## config.mk

```make
export PLATFORM = sky130hd
export DESIGN_NAME = uart_tx_arbiter
export DESIGN_NICKNAME = d
export VERILOG_FILES = /design/src/rtl/uart_tx_arbiter.sv
export SDC_FILE = /design/constraint.sdc
export NUM_CORES = 1
export LEC_CHECK = 0
export CORE_UTILIZATION = 25
export DETAILED_ROUTE_END_ITERATION = 10
export SKIP_LAST_GASP = 1
export SLEW_MARGIN = 20
export SYNTH_ARGS = -nofsm -noshare
export SYNTH_HDL_FRONTEND = slang
export SYNTH_SLANG_ARGS = --single-unit
```

## constraint.sdc

```tcl
create_clock -name clk -period 2.64 [get_ports clk]
set_input_delay 0.528 -clock clk [delete_from_list [all_inputs] [get_ports clk]]
set_output_delay 0.528 -clock clk [all_outputs]
set_load 0.01 [all_outputs]
```

## src/rtl/uart_tx_arbiter.sv

```systemverilog
// rtl/uart_tx_arbiter.sv - round-robin arbiter feeding a UART TX FIFO; optional burst mode via UART_TX_ARB_BURST_EN
module uart_tx_arbiter #(
    parameter int DATA_BITS = 8,
    parameter int NUM_REQ   = 4,
    parameter int BURST_LEN = 4
) (
    input  logic                         clk,
    input  logic                         reset,
    input  logic [NUM_REQ-1:0]           req,
    input  logic [NUM_REQ*DATA_BITS-1:0] req_data,
    output logic [NUM_REQ-1:0]           gnt,
    input  logic                         fifo_full,
    output logic                         fifo_write_en,
    output logic [DATA_BITS-1:0]         fifo_data_in,
    output logic [$clog2(NUM_REQ)-1:0]   owner,
    output logic                         busy
);

    localparam int OW = $clog2(NUM_REQ);

    if (NUM_REQ < 2 || NUM_REQ > 8 || BURST_LEN < 1 || BURST_LEN > 16) begin : g_param_check
        $error("uart_tx_arbiter: NUM_REQ must be 2..8 and BURST_LEN 1..16");
    end

    typedef enum logic [1:0] {
        IDLE,
        LOAD,
        WRITE
    } state_t;

    state_t          state;
    logic            found;
    logic [OW-1:0]   winner;
    logic [OW-1:0]   idx;
    logic            write_ok;

`ifdef UART_TX_ARB_BURST_EN
    localparam int BW = $clog2(BURST_LEN + 1);
    logic [BW-1:0]   burst_cnt;
`endif

    // Search starts just past the last owner so every requester gets a turn.
    always_comb begin
        found  = 1'b0;
        winner = owner;
        idx    = owner;
        for (int k = 1; k <= NUM_REQ; k++) begin
            idx = OW'((int'(owner) + k) % NUM_REQ);
            if (!found && req[idx]) begin
                found  = 1'b1;
                winner = idx;
            end
        end
    end

    // Reset masks the strobe so an in-flight byte is dropped, not written.
    assign write_ok      = (state == WRITE) && !fifo_full && !reset;
    assign fifo_write_en = write_ok;
    assign busy          = (state != IDLE);

    always_comb begin
        gnt = '0;
        if (write_ok) begin
            gnt[owner] = 1'b1;
        end
    end

    always_ff @(posedge clk) begin
        if (reset) begin
            state        <= IDLE;
            owner        <= OW'(NUM_REQ - 1);
            fifo_data_in <= '0;
`ifdef UART_TX_ARB_BURST_EN
            burst_cnt    <= '0;
`endif
        end else begin
            case (state)
                IDLE: begin
                    if (found) begin
                        owner <= winner;
                        state <= LOAD;
                    end
                end
                LOAD: begin
                    fifo_data_in <= req_data[int'(owner)*DATA_BITS +: DATA_BITS];
                    state        <= WRITE;
                end
                WRITE: begin
                    if (!fifo_full) begin
`ifdef UART_TX_ARB_BURST_EN
                        if (req[owner] && (int'(burst_cnt) < BURST_LEN - 1)) begin
                            burst_cnt <= burst_cnt + BW'(1);
                            state     <= LOAD;
                        end else begin
                            burst_cnt <= '0;
                            state     <= IDLE;
                        end
`else
                        state <= IDLE;
`endif
                    end
                end
                default: state <= IDLE;
            endcase
        end
    end

endmodule
```

## After elaboration in Yosys (flattened, before gate mapping)

Index checks and enable logic that the tools add are counted.

| word-level totals | value |
|---|---|
| flip-flop bits (word level) | 12 |
| word-level logic and storage cells | 56 |

| cells by class | value |
|---|---|
| add/sub/neg operators | 4 |
| $lt $le $gt $ge | 6 |
| equal/unequal tests | 4 |
| shift-type cells | 1 |
| muxes and demuxes | 22 |
| reduce and logical (&&, ||, !) cells | 16 |

Operators with widths:

| operator | count |
|---|---|
| $shiftx 32x6->8 | 1 |
| $lt 2x3->1 const B | 5 |
| $mux 2 | 6 |
| $mux 1 | 9 |
| $bmux 1 s2 | 4 |
| $logic_and 1x1->1 | 6 |
| $pmux 2 s3 | 1 |
| $logic_not 1->1 | 5 |
| $add 2x1->2 const B | 2 |
| $add 2x2->2 const B | 2 |
| $mux 4 | 1 |
| $ne 2x2->1 const B | 2 |
| $reduce_bool 4->1 | 1 |
| $reduce_and 3->1 | 1 |
| $demux 1 s2 | 1 |
| $eq 2x1->1 const B | 1 |
| $eq 2x2->1 const B | 1 |
| $ge 2x1->1 const B | 1 |
| $logic_not 2->1 | 1 |
| $reduce_and 2->1 | 1 |
| $reduce_bool 2->1 | 1 |

## Logic depth before layout (Yosys ltp)

| depth | value |
|---|---|
| depth after elaboration | 15 |
| depth in mapped cells | 9 |
| gate-level depth less buffers | 7 |

## Worst setup path after synthesis

Ideal clock, no wire load.

| path | value |
|---|---|
| path type | reg-to-reg |
| from | reg owner[0] |
| to | reg owner[1] |
| library setup time | 0.120 ns |
| arrival | 2.191 ns |
| path slack | 0.330 ns |
| stages on the path, launching flop included | 10 |
| path buffers | 2 |
| clock period less this slack | 2.310 ns |
| cell sequence | dfxtp_1 buf_6 buf_2 inv_1 ha_1 mux4_2 nor2_1 o21a_1 a211oi_1 a211o_1 |

| between the ends | value |
|---|---|
| word-level cells in the longest chain between the ends | 14 |
| elaborated cells on any way between the ends | 28 |

RTL lines:

| element | RTL line | source |
|---|---|---|
| start: declaration | 15 | `output logic [$clog2(NUM_REQ)-1:0] owner,` |
| start signal: assignment | 71 | `owner <= OW'(NUM_REQ - 1);` |
| start signal: assignment | 80 | `owner <= winner;` |
| $add 2x1->2 | 48 | `idx = OW'((int'(owner) + k) % NUM_REQ);` |
| $bmux 1 s2 | 49 | `if (!found && req[idx]) begin` |
| $mux 1 (not written as such) | 49 |  |
| $mux 1 | 49 |  |
| $logic_not 1->1 | 49 |  |
| $logic_and 1x1->1 | 49 |  |
| $mux 1 | 49 |  |
| $logic_not 1->1 | 49 |  |
| $logic_and 1x1->1 | 49 |  |
| $mux 1 | 49 |  |
| $logic_not 1->1 | 49 |  |
| $logic_and 1x1->1 | 49 |  |
| $reduce_bool 4->1 (no source line) / $mux 1 (equally long branches) | - |  |
| $reduce_and 3->1 (no source line) | - |  |

Parallel ways exist; a longest one is shown, timed or not. The select of a mux whose other input is x is not followed.
A chain may end at the register's enable or synchronous reset.

## Worst setup path in the final report

| path | value |
|---|---|
| from | in fifo_full |
| to | out fifo_write_en |

| between the ends | value |
|---|---|
| word-level cells in the longest chain between the ends | 3 |

RTL lines:

| element | RTL line | source |
|---|---|---|
| start: declaration | 12 | `input logic fifo_full,` |
| $logic_not 1->1 | - |  |
| $logic_and 1x1->1 (2 in series) | 57 | `assign write_ok = (state == WRITE) && !fifo_full && !reset;` |
| end: declaration | 13 | `output logic fifo_write_en,` |

Every way passes these cells.

==> results by group <==
GRT
  • Vias in the first global route: 798
  • Gr usage total: 13.1%
  • GR Util met3: 2.52%
  • Met2 usage: 20.7%
  • First-pass GRT wire length: 3580 um
  • GR peak layer: met2
  • Largest net degree at the start of global routing: 13
  • Initial antenna violation count: 0
  • Grt total ovfl: 0
  • Met1 Usage GRT: 17.3%

CTS
  • CTS sink count: 12
  • Max H-tree Level: 1
  • Clk slew on worst S/H paths: about 70 ps
  • Max Buffers Root-to-Sink: 2
  • CTS tree: done
  • Clock buffer count from CTS: 3
  • CTS Hold Bufs: 0
  • Clk root buf: clkbuf_4
  • Postcts setup bufs: 0
  • Clk Latency, worst-skew pair: 270 ps

Timing
  • Max-slew violation count: 0
  • Max Clk Rate: approximately 410 MHz
  • Fin Setup TNS: 0 ps
  • Final Hold Vio Count: 0
  • Worst clock skew: 5.12 ps
  • Final period util: 92.3%
  • RSZ-0062 raised after global routing: no
  • Worst slew pin tran: 520 ps
  • Tmin final: 2440 ps
  • Final setup fails: 0
  • Slew margin rel.: approximately two thirds

Drt
  • Iter 0 DRT Violations: 18
  • DR vias: between 800 and 900
  • Routed WL per cell: 11.8 um
  • Via/cell ratio: 4.46
  • DR pass1 iterations: 6
  • Drt total wl: between 2000 and 2500 um
  • Final ANT Viol Nets: 0
  • Post-route DRC: 0

Die
  • Chip Height: 61.3 um
  • Core area: 3360 um2
  • Initial core utilization: 26.2%
  • DIE AREA: 3760 um2
  • Boundary Pins: 55
  • Row cnt: 21
  • Die Wd: just over 60 um

Critical path
  • R2R cell count: 7
  • Max stage delay cell, worst path: clkdlybuf4s50_1
  • Reg2reg end: owner[1]
  • Max FO, Critical Path: 5
  • Setup CP Type: in2out
  • Crit-path max cell delay: 530 ps
  • Worst Path Required: ~2100 ps
  • Worst-path cell chain: clkdlybuf4s50_1, nor4b_2, buf_4, clkdlybuf4s50_1
  • Worst flop-to-flop path startpoint: owner[0]
  • Crit path arrival time: 1910 ps
  • Cell family with most CP delay: buffers and inverters
  • R2R Setup Slk: 510 ps
  • Buffers and inverters on the worst path: 3
  • CP dominant cell by count: clkdlybuf4s50_1
  • Type of element launching the critical path: input port
  • Worst setup EP type: primary output

Synth
  • Synthesized area: 880 um2
  • Main synth FF type: dfxtp_1
  • Cells after Synth: between 90 and 100
  • Ys Warns: 0
  • Syn_area_per_cell: 9.67 um2
  • Yosys cell types: 26
  • Post-synth ARST share: 0%
  • Syn_nets: 134
  • Number of synthesized register bits: 12
  • Register area share after synthesis: a little over a quarter
  • Post-synth EDFFs: 0

Min path
  • Hold Path End: fifo_data_in[5]
  • Hold WC Path Type: reg2reg
  • Hold depth: 2
  • Hold Path Origin: fifo_data_in[5]

Cells and area
  • FF+latch area: 240 um2
  • Most common cell after layout, fill and taps aside: clkdlybuf4s50_1
  • Syn-to-layout area delta: 72.7%
  • Most frequent cells in the layout: clkdlybuf4s50_1 (50), nand2_1 (19), dfxtp_1 (12)
  • Ant diodes: 0
  • Layout cells sized above 1: between 10 and 15%
  • Fill cells: around 350
  • Non-Filler Instances: ~190
  • Layout Nets: 192
  • Multi-input gate area: between 500 and 600 um2

Power
  • Worst VDD drop: 0.000270 V
  • PwrDens: approximately 670 nW/um2
  • Leak Pwr: 0.654 nW

Placement
  • IO Port Bufs: between 50 and 60
  • Routability Congestion: roughly 0.7
  • Final HPWL DP: 1960 um
  • Cells after DPL: 190

Run status
  • Status: finished, final reports clean

Job
  • Max-cap violation count: 0
worst reg2reg max path, cell delays in order, from the launching register on:
cell and delay [ps]:
dfxtp_1 500, inv_1 160, ha_1 400, mux4_2 370, nor2_1 140, o21a_1 140, a211oi_1 50, a211o_1 260
routing by layer:
metal | part of all wire, % | vias up
met5 | 0 | -
met4 | 0.61 | 0
met3 | 5.2 | 2
met2 | 52 | 32
met1 | 43 | 390
li1 | - | 437
report_power, final:
part,internal [mW],switching (mW),total (mW)
clock,0.0527,0.0565,0.109
combinational,0.369,0.264,0.633
sequential,0.228,0.0481,0.276
synthesized netlist by cell type (2+ instances only):
cell      count  area share [%]
nand2_1      19             8.1
dfxtp_1      12              27
mux4_2       11              28
a21oi_1      10             5.7
and2_1        4             2.8
ha_1          4             5.7
nor2_1        4             1.7
clkbuf_1      3             1.3
inv_1         3             1.3
nor2b_1       3             2.1
mux2i_1       2             2.3
nand2b_1      2             1.4
through the flow:
stage	power (mW)	worst slack (ps)	cell area, um2	utilization, %	hold slack (ps)
3_5_place_dp	0.918	40.8	1480	44.0	449
5_1_grt	1.10	108	1520	45.2	476
2_1_floorplan	0.699	330	880	-	481
6_report	1.02	202	1520	45.2	455
3_3_place_gp	0.914	60.7	1480	44.0	450
4_1_cts	1.03	33.7	1500	44.7	458
how the worst max path moves through the flow:
stage | slack (ps) | depth (start not counted) | end | start
after global placement | 60 | 5 | gnt[1] | reset
final | 200 | 4 | fifo_write_en | fifo_full
after CTS | 30 | 5 | gnt[3] | reset
after floorplan | 330 | 9 | owner[1] | owner[0]
after global routing | 110 | 4 | fifo_write_en | fifo_full
after detailed placement | 40 | 5 | gnt[3] | reset
kinds of logic after synthesis:
group | share of synthesized area [%]
flops | 27.3
mux | 31.7
buf+inv | 5.26
fa+ha+maj | 5.69
xor+xnor | 0.996
compound gates | 9.67
simple gates | 19.3
repair_timing:
item / 4_1_cts / 5_1_grt
endpoints found under the hold margin: 0 / 0
setup endpoints to repair: 0 / 4
resized for setup: 0 / 5
area by class of cell:
cell class	count	area share [%]
Multi-Input combinational cell	70	39.5
Timing Repair Buffer	59	38.7
Sequential cell	12	15.8
Tap cell	46	3.79
Clock buffer	3	1.48
Inverter	3	0.741
sequential cells by signal, summed over array words and instances, names as in the netlist:
signal	count
fifo_data_in	8
owner	2
state	2
Note: power is estimated with default switching activity, not from simulation.
==> RTL change: new RTL, same settings <==
The parameter `DATA_BITS` goes from 8 to 10.
--- a/src/rtl/uart_tx_arbiter.sv
+++ b/src/rtl/uart_tx_arbiter.sv
@@ -2,3 +2,3 @@
 module uart_tx_arbiter #(
-    parameter int DATA_BITS = 8,
+    parameter int DATA_BITS = 10,
     parameter int NUM_REQ   = 4,
Interface: changed (resized fifo_data_in and req_data); port bits go from 55 to 65. No check against the original RTL was run, so the function may have changed too.
==> RTL change against the original RTL <==
Count of clock-buffer cells in the layout increased by 1; fmax increased by 0.17%; sequential cell count increased by 2; die area increased by 18%; synthesized area increased by 19%; worst setup slack improved by 0.0041 ns; total power increased by 14%; clock power increased by 86%; cell area increased by 19%; first-iteration DRC count increased by 28%; combinational power increased by 6.3%; wire length increased by 42%.
==> RTL change: results (changes against the original RTL) <==
| Metric | Value |
|---|---|
| Status | finished, final reports clean |
| Hold Crit Depth | 2 (unchanged) |
| Clock Latency Late Sink | 0.24 ns (-0.03 ns) |
| Hold EP | fifo_data_in[7]$_SDFFE_PP0N_ |
| DR pass1 iterations | 4 (-2) |
| GRT Util Overall | 15.5% (+2.5 points) |
| Clock buffer count from CTS | 3 (unchanged) |
| Initial DRC count | 23 (+5) |
| Hold Path Origin | fifo_data_in[7]$_SDFFE_PP0N_ |
| Max clock buf depth | 2 (unchanged) |
| CP delay by family, top | buffers and inverters |
| Placed Area | 1740 um2 (+18%) |
| Hpwl dp | 2.70 mm (+38%) |
| Post-synthesis compound-gate area fraction | 11.5% (+1.8 points) |
| Largest net degree at the start of global routing | 17 (+4) |
| RR Endpoint | owner[1]$_SDFFE_PP1P_ |
| Top Registers | fifo_data_in: 10 flops, owner: 2 flops, state: 2 flops |
| Final weighted congestion in routability-driven placement | 0.842 (+18%) |
| Commonest cells post-synth | nand2_1, dfxtp_1, a21oi_1, mux4_2, clkbuf_1 |
| Register-to-Register Path Depth | 6 (-1) |
| Ys async rst share | 0% (unchanged) |
| Crit path arrival time | 1.91 ns (about the same) |
| Slew headroom | 61.9% (-3.3 points) |
| Synthesized Nets | 153 (+14%) |
| Sequential share of the synthesized area | 26.8% (-0.49 points) |
| Top cells by area, synth | dfxtp_1, mux4_2, nand2_1 |
| Root Buffer | clkbuf_8 |
| Worst hold path type | flop to flop |
| Nets@finish | 219 (+14%) |
| Final wirelength | 3.23 mm (+42%) |
| Clock-pin slew on the worst setup and hold paths | 0.06 ns |
| Slowest cell on crit path | clkdlybuf4s50_1 |
| H-tree Lvls | 1 (unchanged) |
| Vias | 1064 (+24%) |
| Peak VDD IR | 364 uV (+35%) |
| Max incr delay on CP | 0.53 ns (about the same) |
| Worst Skew | 0.00161 ns (-0.00350 ns) |
| Fraction of synthesized area in multiplexers | 32.9% (+1.2 points) |
| Synth Flop Type | dfxtp_1 |
| Leakage | 0.748 nW (+14%) |
| Port bufs | 64 (+19%) |
| Initial antenna violation count | 0 (unchanged) |
| Reg-to-reg critical path startpoint | owner[0]$_SDFFE_PP1P_ |
| Antenna diode count | 0 (unchanged) |
| XOR/XNOR share of the synthesized area | 0% (-1.0 points) |
| Synth warnings | 0 (unchanged) |
| Vias in the first global route | 1010 (+27%) |
| Critical path fanouts, max | 5 (unchanged) |
| Synth Area in Adders | 4.79% (-0.90 points) |
| First-pass GRT wire length | 5.01 mm (+40%) |
| Critical path endpoint | fifo_write_en |
| Worst Setup SP | fifo_full |
| R2R setup slack | 0.61 ns (+0.10 ns) |
| Synth cell types | 31 (+19%) |
| Share of post-route cells with drive strength above 1 | 16.2% (+1.9 points) |
[RTL change: cell count changes after synthesis, moves of 2 or more]
cell | unedited run | this run
a21oi_1 | 10 | 12
clkbuf_1 | 3 | 5
nor2_1 | 4 | 1
mux2_1 | 0 | 2
nor3_1 | 1 | 4
dfxtp_1 | 12 | 14
inv_1 | 3 | 1
a221oi_2 | 0 | 2
[RTL change: layer usage]
metal	vias to the layer above	routed length, um	track usage (%)
met5	-	0	0
li1	510	-	-
met2	34	1630	26.6
met4	0	102	8.78
met3	10	126	2.57
met1	510	1370	18.1
[RTL change: repair_timing]
item | 4_1_cts | 5_1_grt
gates resized for setup | 0 | 5
hold buffers | 0 | 0
setup endpoints to repair | 0 | 4
setup buffers | 0 | 0
[RTL change: tightest hold or removal path: stages (launching register included)]
cell and delay (ns):
dfxtp_1 0.31, nand2_1 0.05, a21oi_1 0.05
[RTL change: cell type report]
class,count,area (um2)
clock buffer,4,55.1
sequential,14,280
inverter,2,7.51
timing repair buffer,69,688
tap,50,62.6
multi-input combinational,78,721
fill,372,2190
[RTL change: stage by stage]
step	hold WS [ns]	worst slack, ns	cells
2_1_floorplan	0.481	0.364	102
3_3_place_gp	0.450	0.0464	213
3_5_place_dp	0.451	0.0346	213
4_1_cts	0.459	0.0301	217
5_1_grt	0.479	0.121	217
6_report	0.454	0.206	217
[RTL change: power breakdown]
group | internal [mW] | switching, mW | total [mW]
clock | 0.132 | 0.0709 | 0.203
combinational | 0.388 | 0.285 | 0.673
sequential | 0.248 | 0.0320 | 0.280
total | 0.768 | 0.388 | 1.16
